$ cat src/rtl/uart_rx_seq.sv
// uart_rx_seq: start-bit validation and frame sequencing for the 16x UART receiver.
// Optional RECV timeout abort enabled by defining UART_RX_SEQ_TIMEOUT_EN.
module uart_rx_seq #(
    parameter int OVS      = 16,
    parameter int HALF_BIT = 8
`ifdef UART_RX_SEQ_TIMEOUT_EN
    ,
    parameter int TIMEOUT_CYC = 200
`endif
) (
    input  logic       clk_i,
    input  logic       rst_i,
    input  logic       rx_i,
    input  logic [9:0] trama_i,
    input  logic       dato_compl_i,
    output logic       verif_edg_o,
    output logic [7:0] data_o,
    output logic       valid_o,
    input  logic       ready_i,
    output logic       frame_err_o,
    output logic       overrun_o,
    input  logic       clr_err_i,
    output logic       busy_o
);

    // start counter never runs past one bit time
    localparam int BW = $clog2(OVS) + 1;
    localparam logic [BW-1:0] HB_LAST = BW'(HALF_BIT - 1);

`ifdef UART_RX_SEQ_TIMEOUT_EN
    localparam int TW = $clog2(TIMEOUT_CYC + 1);
    localparam logic [TW-1:0] TO_LAST = TW'(TIMEOUT_CYC - 1);
    logic [TW-1:0] tcnt;
`endif

    typedef enum logic [2:0] {
        IDLE,
        START,
        RECV,
        CHECK,
        WAIT_IDLE
    } state_t;

    state_t        state;
    logic [BW-1:0] cnt;
    logic          rx_meta;
    logic          rx_s;
    logic          rx_s_prev;
    logic          rx_fall;
    logic          frame_ok;

    assign rx_fall  = rx_s_prev & ~rx_s;
    assign frame_ok = ~trama_i[0] & trama_i[9];

    // two-flop synchronizer plus one delayed copy for edge detection
    always_ff @(posedge clk_i) begin
        if (rst_i) begin
            rx_meta   <= 1'b1;
            rx_s      <= 1'b1;
            rx_s_prev <= 1'b1;
        end else begin
            rx_meta   <= rx_i;
            rx_s      <= rx_meta;
            rx_s_prev <= rx_s;
        end
    end

    // frame sequencer, handshake and sticky error flags
    always_ff @(posedge clk_i) begin
        if (rst_i) begin
            state       <= IDLE;
            cnt         <= '0;
            verif_edg_o <= 1'b0;
            data_o      <= '0;
            valid_o     <= 1'b0;
            frame_err_o <= 1'b0;
            overrun_o   <= 1'b0;
            busy_o      <= 1'b0;
`ifdef UART_RX_SEQ_TIMEOUT_EN
            tcnt        <= '0;
`endif
        end else begin
            // clear first so a set later in this block wins
            if (clr_err_i) begin
                frame_err_o <= 1'b0;
                overrun_o   <= 1'b0;
            end
            if (valid_o && ready_i) begin
                valid_o <= 1'b0;
            end
            case (state)
                IDLE: begin
                    verif_edg_o <= 1'b0;
                    busy_o      <= 1'b0;
                    if (rx_fall) begin
                        state       <= START;
                        cnt         <= '0;
                        verif_edg_o <= 1'b1;
                        busy_o      <= 1'b1;
                    end
                end
                START: begin
                    cnt <= cnt + 1'b1;
                    if (cnt == HB_LAST) begin
                        if (rx_s) begin
                            state       <= IDLE;
                            verif_edg_o <= 1'b0;
                            busy_o      <= 1'b0;
                        end else begin
                            state <= RECV;
`ifdef UART_RX_SEQ_TIMEOUT_EN
                            tcnt  <= '0;
`endif
                        end
                    end
                end
                RECV: begin
                    verif_edg_o <= 1'b1;
                    if (dato_compl_i) begin
                        state       <= CHECK;
                        verif_edg_o <= 1'b0;
                    end
`ifdef UART_RX_SEQ_TIMEOUT_EN
                    else if (tcnt == TO_LAST) begin
                        state       <= WAIT_IDLE;
                        verif_edg_o <= 1'b0;
                        frame_err_o <= 1'b1;
                    end else begin
                        tcnt <= tcnt + 1'b1;
                    end
`endif
                end
                CHECK: begin
                    verif_edg_o <= 1'b0;
                    state       <= WAIT_IDLE;
                    if (frame_ok) begin
                        if (!valid_o || ready_i) begin
                            data_o  <= trama_i[8:1];
                            valid_o <= 1'b1;
                        end else begin
                            overrun_o <= 1'b1;
                        end
                    end else begin
                        frame_err_o <= 1'b1;
                    end
                end
                WAIT_IDLE: begin
                    verif_edg_o <= 1'b0;
                    if (rx_s) begin
                        state  <= IDLE;
                        busy_o <= 1'b0;
                    end
                end
                default: begin
                    state       <= IDLE;
                    verif_edg_o <= 1'b0;
                    busy_o      <= 1'b0;
                end
            endcase
        end
    end

endmodule

$ cat config.mk
export PLATFORM = sky130hd
export DESIGN_NAME = uart_rx_seq
export DESIGN_NICKNAME = d
export VERILOG_FILES = /design/src/rtl/uart_rx_seq.sv
export SDC_FILE = /design/constraint.sdc
export NUM_CORES = 1
export LEC_CHECK = 0
export ABC_AREA = 1
export ABC_CLOCK_PERIOD_IN_PS = 1600
export CORE_UTILIZATION = 46
export DETAILED_ROUTE_END_ITERATION = 8
export PLACE_DENSITY_LB_ADDON = 0.1
export REMOVE_ABC_BUFFERS = 1
export SETUP_SLACK_MARGIN = 0.4
export SYNTH_ARGS = -nofsm -noshare
export SYNTH_HDL_FRONTEND = slang
export SYNTH_SLANG_ARGS = --single-unit
$ cat constraint.sdc
create_clock -name clk_i -period 1.6 [get_ports clk_i]
set_input_delay 0.32 -clock clk_i [delete_from_list [all_inputs] [get_ports clk_i]]
set_output_delay 0.32 -clock clk_i [all_outputs]
set_load 0.1 [all_outputs]
==> results_dict.tcl, run 1 <==
set metrics [dict create \
    critPathTopFamily "simple AND/OR/NAND/NOR gates" \
    synth_common_cells "32 x nand2_1, 24 x dfxtp_1, 20 x nand3_1" \
    syn-instance-count 145 \
    ys.flop_type "dfxtp_1" \
    nNetsFinal 202 \
    yosysUniqueCellTypes 24 \
    grt_max_degree 13 \
    drt_iter0_drc 26 \
    cts_tree "yes" \
    num_vias 1134 \
    drive_above_1_share 0.388 \
    clkLatencyLatePin_ns 0.31 \
    clock_path_buffers 2 \
    root_buffer "clkbuf_4" \
    wl_met2_um 1470 \
    drt-met1-wl_um 1160 \
    hp-class "flop to flop" \
    hold_viol_final 0 \
    wl_met3_um 134 \
    crit_type "flop to flop" \
    startpoint_type "flop" \
    outcome "finished clean" \
    seq_area_frac_synth 0.450 \
    h-tree-depth 1 \
    ctsHoldBuffers 0 \
    setup_viol 0 \
    fin_crit_ns 1.21 \
    ys_seq_elements 24 \
    path_buf_inv 1 \
    wire_per_inst_um 13.3 \
    worstPathRequired_ns 1.82 \
    maxUsedRoutingLayer "met4" \
    place_inst 200 \
    cts_inserted_buffers 3 \
    antenna_cells 0 \
    syn_avg_cell_area_um2 7.37 \
    cp_slowest_cell "dfxtp_1" \
    die_x_um 50.2 \
    finalClockSkew_ns 0.00320 \
    p_leak_nw 0.693 \
    grt_overflow 0 \
    regToRegSetupSlack_ns 0.39 \
    core_area_um2 2190 \
    die_h_um 50.2 \
    die-area_um2 2520 \
    hpwl_um 1760 \
    yosysMostFrequentCell "nand2_1" \
    num_rows 17 \
    start_util 0.488 \
    peakVddDrop_mv 0.924 \
    io_buffers 28 \
    synth.largest_area_cell "dfxtp_1" \
    rsz0062_at_grt "true" \
    crit_fanout 7 \
    endpoint_kind "flop" \
    drc 0 \
    place_ws_ns 0.110 \
    synthTopCellsByArea "dfxtp_1 45%, nand2_1 11%, nand3_1 9.4%, a21oi_1 8.0%, nor2_1 5.3%" \
    synth-edff-count 0 \
    yosysTopAreaCellShare 0.450 \
    cp_cell_sequence "inv_1 > nand2_1 > nand3_1 > nand2_2 > nor2_4 > nand2_2 > nand2_1 > nor2_1" \
    grt_pass1_wl_um 3830 \
    synthToLayoutAreaGrowth_pct 61.2 \
    ys_warn_count 0 \
    fillers 153 \
    slew_headroom 0.822 \
    syn_area_um2 1070 \
    io_pins 29 \
    finalCritPeriodShare 0.756 \
    antenna_found_initial 0 \
    wirelength_um 2810 \
    power.total_mw 1.91 \
    drt_pass1_iterations 4 \
    setup_ws_ns 0.390 \
    via_per_inst 5.37 \
    layoutNonFillerInstCount 211 \
    gp_congestion 0.827 \
    cts.sinks 24 \
    slowest_delay_ns 0.32 \
    clk_pin_slew_ns 0.13 \
    grt_pass1_vias 993 \
    arrival_ns 1.43 \
    powerDensity_nw_per_um2 1110 \
    tightest_slew_ns 0.267 \
    maxCapViolations 0 \
    track_usage 0.199 \
    antenna_left 0 \
    synth-async-reset-ratio 0 \
    drv_slew 0 \
    fmax_ghz 0.827 \
]
kinds of logic after synthesis:
| logic type | share of synthesized area |
|---|---|
| AO/OA/AOI/OAI | 0.115 |
| adder cells (fa/ha/maj) | 0.0117 |
| buffers and inverters | 0.0749 |
| flip-flops | 0.450 |
| AND/OR/NAND/NOR | 0.349 |
cell type report:
| class | count | area (um2) | area share |
|---|---|---|---|
| multi-input cells | 104 | 601 | 0.349 |
| flip-flops and latches | 24 | 513 | 0.298 |
| repair buffers | 40 | 502 | 0.291 |
| inverters | 12 | 50.0 | 0.0290 |
| well taps | 28 | 35.0 | 0.0203 |
| clock buffers | 3 | 22.5 | 0.0131 |
power by group:
group,internal (mW),leakage (nW),total [mW],switching (mW)
sequential,0.681,0.205,0.785,0.104
clock,0.0879,0.0138,0.259,0.171
combinational,0.353,0.474,0.868,0.515
worst paths after layout:
check,start,endpoint,cells after the start
hold / removal,rx_meta$_SDFF_PP1_,rx_s$_SDFF_PP1_,1
setup / recovery,rx_s$_SDFF_PP1_,state[1]$_SDFFE_PP0P_,8
setup reg to reg,rx_s$_SDFF_PP1_,state[1]$_SDFFE_PP0P_,8
hold reg to reg,rx_meta$_SDFF_PP1_,rx_s$_SDFF_PP1_,1
metal layers:
metal  vias up  track usage
met1       535        0.219
met5         -            0
met3         8       0.0394
li1        553            -
met2        38        0.358
met4         0        0.100
cell usage in the layout, fill, tap and decap left out, drive strengths merged, types with 4 or more instances in the layout:
cell type,netlist,final
inv,12,12
buf,4,24
a21oi,17,17
clkdlybuf4s50,0,15
dfxtp,24,24
nand3,20,20
clkbuf,1,4
nand2,36,36
nor2,17,17
through the flow:
step	TNS [ns]	utilization	cell area [um2]	hold slack, ns
CTS	0	0.722	1580	0.440
detailed placement	0	0.689	1510	0.410
global route	0	0.786	1720	0.435
floorplan	-1.50	-	1030	0.389
finish	0	0.786	1720	0.426
global placement	0	0.689	1510	0.395
flip-flops by register name (all words and copies together), names as in the netlist:
signal,cells
data_o,8
cnt,5
state,3
busy_o,1
frame_err_o,1
overrun_o,1
rx_meta,1
rx_s,1
rx_s_prev,1
valid_o,1
verif_edg_o,1
repair_timing:
item,CTS,global route
endpoints found under the setup margin,28,27
setup buffers,1,6
pin swaps,2,10
endpoints found under the hold margin,0,0
gates resized for setup,24,24
gates cloned,0,1
Power figures use the tool's default switching activity.
==> inputs of run 2 (changes only) <==
--- a/config.mk
+++ b/config.mk
@@ -6,8 +6,8 @@
 export NUM_CORES = 1
 export LEC_CHECK = 0
 export ABC_AREA = 1
-export ABC_CLOCK_PERIOD_IN_PS = 1600
-export CORE_UTILIZATION = 46
+export ABC_CLOCK_PERIOD_IN_PS = 1100
+export CORE_UTILIZATION = 42
 export DETAILED_ROUTE_END_ITERATION = 8
 export PLACE_DENSITY_LB_ADDON = 0.1
 export REMOVE_ABC_BUFFERS = 1
==> constraint.sdc (replaced) <==
create_clock -name clk_i -period 1.1 [get_ports clk_i]
set_input_delay 0.22 -clock clk_i [delete_from_list [all_inputs] [get_ports clk_i]]
set_output_delay 0.22 -clock clk_i [all_outputs]
set_load 0.1 [all_outputs]
==> run 2 against run 1 <==
  * The flow now finishes with violations (negative setup slack)
  * Non-clock buffer count increased by 20
  * Power increased by 72%
  * Global-route usage is 3.3 points higher
  * Combinational power grew 76%
  * Clock skew grew 0.0038 ns
  * Critical path type unchanged
==> results_dict.tcl, run 2 (synthesis gave the netlist of run 1 again) <==
set metrics [dict create \
    slew_headroom 0.832 \
    hold_viol_final 0 \
    io_buffers 28 \
    crit_fanout 6 \
    clk_pin_slew_ns 0.14 \
    root_buffer "clkbuf_4" \
    wirelength_um 3170 \
    largest_reg_flops 8 \
    antenna_cells 0 \
    top_register "data_o" \
    h-tree-depth 1 \
    die_h_um 52.4 \
    drv_slew 0 \
    grt_max_degree 15 \
    via_per_inst 5.37 \
    setup_viol 19 \
    startpoint_type "flop" \
    drc 0 \
    nNetsFinal 222 \
    tightest_slew_ns 0.249 \
    cts.sinks 24 \
    cp_slowest_cell "dfxtp_4" \
    clock_path_buffers 2 \
    violations "negative setup slack" \
    gp_congestion 0.836 \
    crit_type "flop to flop" \
    finalCritPeriodShare 1.17 \
    track_usage 0.232 \
    cts_inserted_buffers 3 \
    clkLatencyLatePin_ns 0.32 \
    io_pins 29 \
    finalSetupTns_ns -1.47 \
    grt_pass1_wl_um 4670 \
    core_area_um2 2300 \
    ctsHoldBuffers 0 \
    fmax_ghz 0.779 \
    most-common-layout-cells "27 x buf_4, 26 x nand2_1, 18 x nand3_1, 17 x a21oi_1, 16 x dfxtp_2" \
    peakVddDrop_mv 1.86 \
    outcome "finished, violations left" \
    num_vias 1246 \
    num_rows 17 \
    worstPathRequired_ns 1.36 \
    arrival_ns 1.54 \
    synthToLayoutAreaGrowth_pct 76.7 \
    rsz0062_at_grt "true" \
    drt_iter0_drc 47 \
    powerDensity_nw_per_um2 1740 \
    hp-class "input port to flop" \
    final_common_cell "buf_4" \
    die-area_um2 2750 \
    use_met2 0.420 \
    wire_per_inst_um 13.6 \
    grt_pass1_vias 1170 \
    finalClockSkew_ns 0.00695 \
    endpoint_kind "flop" \
    antenna_found_initial 0 \
    die_x_um 52.4 \
    reg_top3 "data_o: 8 flops, cnt: 5 flops, state: 3 flops" \
    cts_tree "yes" \
    grt_overflow 0 \
    p_leak_nw 0.804 \
    grt_busiest_layer "met2" \
    cp_cell_sequence "buf_4 > o21ai_0 > nand3_1 > nand4_1 > nand2_1 > nor2_1" \
    use_met1 0.255 \
    grt.met3_usage 0.0435 \
    setup_ws_ns -0.183 \
    drt_pass1_iterations 4 \
    antenna_left 0 \
    maxCapViolations 0 \
    place_ws_ns -0.307 \
    fin_crit_ns 1.28 \
    drive_above_1_share 0.456 \
    hpwl_um 2010 \
    slowest_delay_ns 0.40 \
    start_util 0.465 \
]
run 2: cell types whose count changed in the layout (fill, tap and decap cells not counted), sizes merged:
cell,change
buf,+21
bufinv,+1
clkbuf,-1
clkdlybuf4s50,-2
dlygate4sd2,+2
run 2: per-stage QoR:
stage                      util  hold WS (ns)  instances  area, um2  power (mW)
final                     0.822         0.355        232       1890        3.29
after floorplan               -         0.289        140       1030        1.77
after CTS                 0.797         0.348        229       1830        3.12
after global routing      0.822         0.378        232       1890        3.44
after global placement    0.716         0.393        218       1640        2.24
after detailed placement  0.716         0.400        218       1640        2.29
run 2: worst paths after layout:
path	cells after the start	end	from	slack, ns
max	6	busy_o$_SDFFE_PP0P_	state[1]$_SDFFE_PP0P_	-0.18
min	2	rx_s$_SDFF_PP1_	rst_i	0.36
max reg2reg	6	busy_o$_SDFFE_PP0P_	state[1]$_SDFFE_PP0P_	-0.18
min reg2reg	1	rx_s$_SDFF_PP1_	rx_meta$_SDFF_PP1_	0.43
run 2: timing repair:
item | CTS | global route
pin swaps | 9 | 8
setup buffers | 7 | 3
hold endpoints to repair | 0 | 0
resized for setup | 37 | 11
setup endpoints to repair | 37 | 36
run 2: power breakdown:
part	switching, mW	internal [mW]	total (mW)
combinational	0.836	0.694	1.53
clock	0.274	0.368	0.643
sequential	0.129	0.986	1.12
total	1.24	2.05	3.29
run 2: critical path, delay by kind of cell (launching register included):
family,cells,cell delay [ns]
buffers and inverters,1,0.14
DFF,1,0.40
and+or+nand+nor,4,0.44
AOI/OAI and AO/OA,1,0.24
run 2: area by class of cell:
cell class / count / area (um2)
Multi-Input combinational cell: 104 / 578
Clock inverter: 1 / 30.0
Fill cell: 145 / 409
Timing Repair Buffer: 60 / 667
Tap cell: 28 / 35.0
Sequential cell: 24 / 508
Clock buffer: 3 / 22.5
Inverter: 12 / 47.5
run 2: layer usage:
layer / wire [um] / up-vias / part of all wire
li1: - / 592 / -
met1: 1280 / 596 / 0.40
met2: 1650 / 52 / 0.52
met3: 186 / 6 / 0.059
met4: 50 / 0 / 0.016
met5: 0 / - / 0
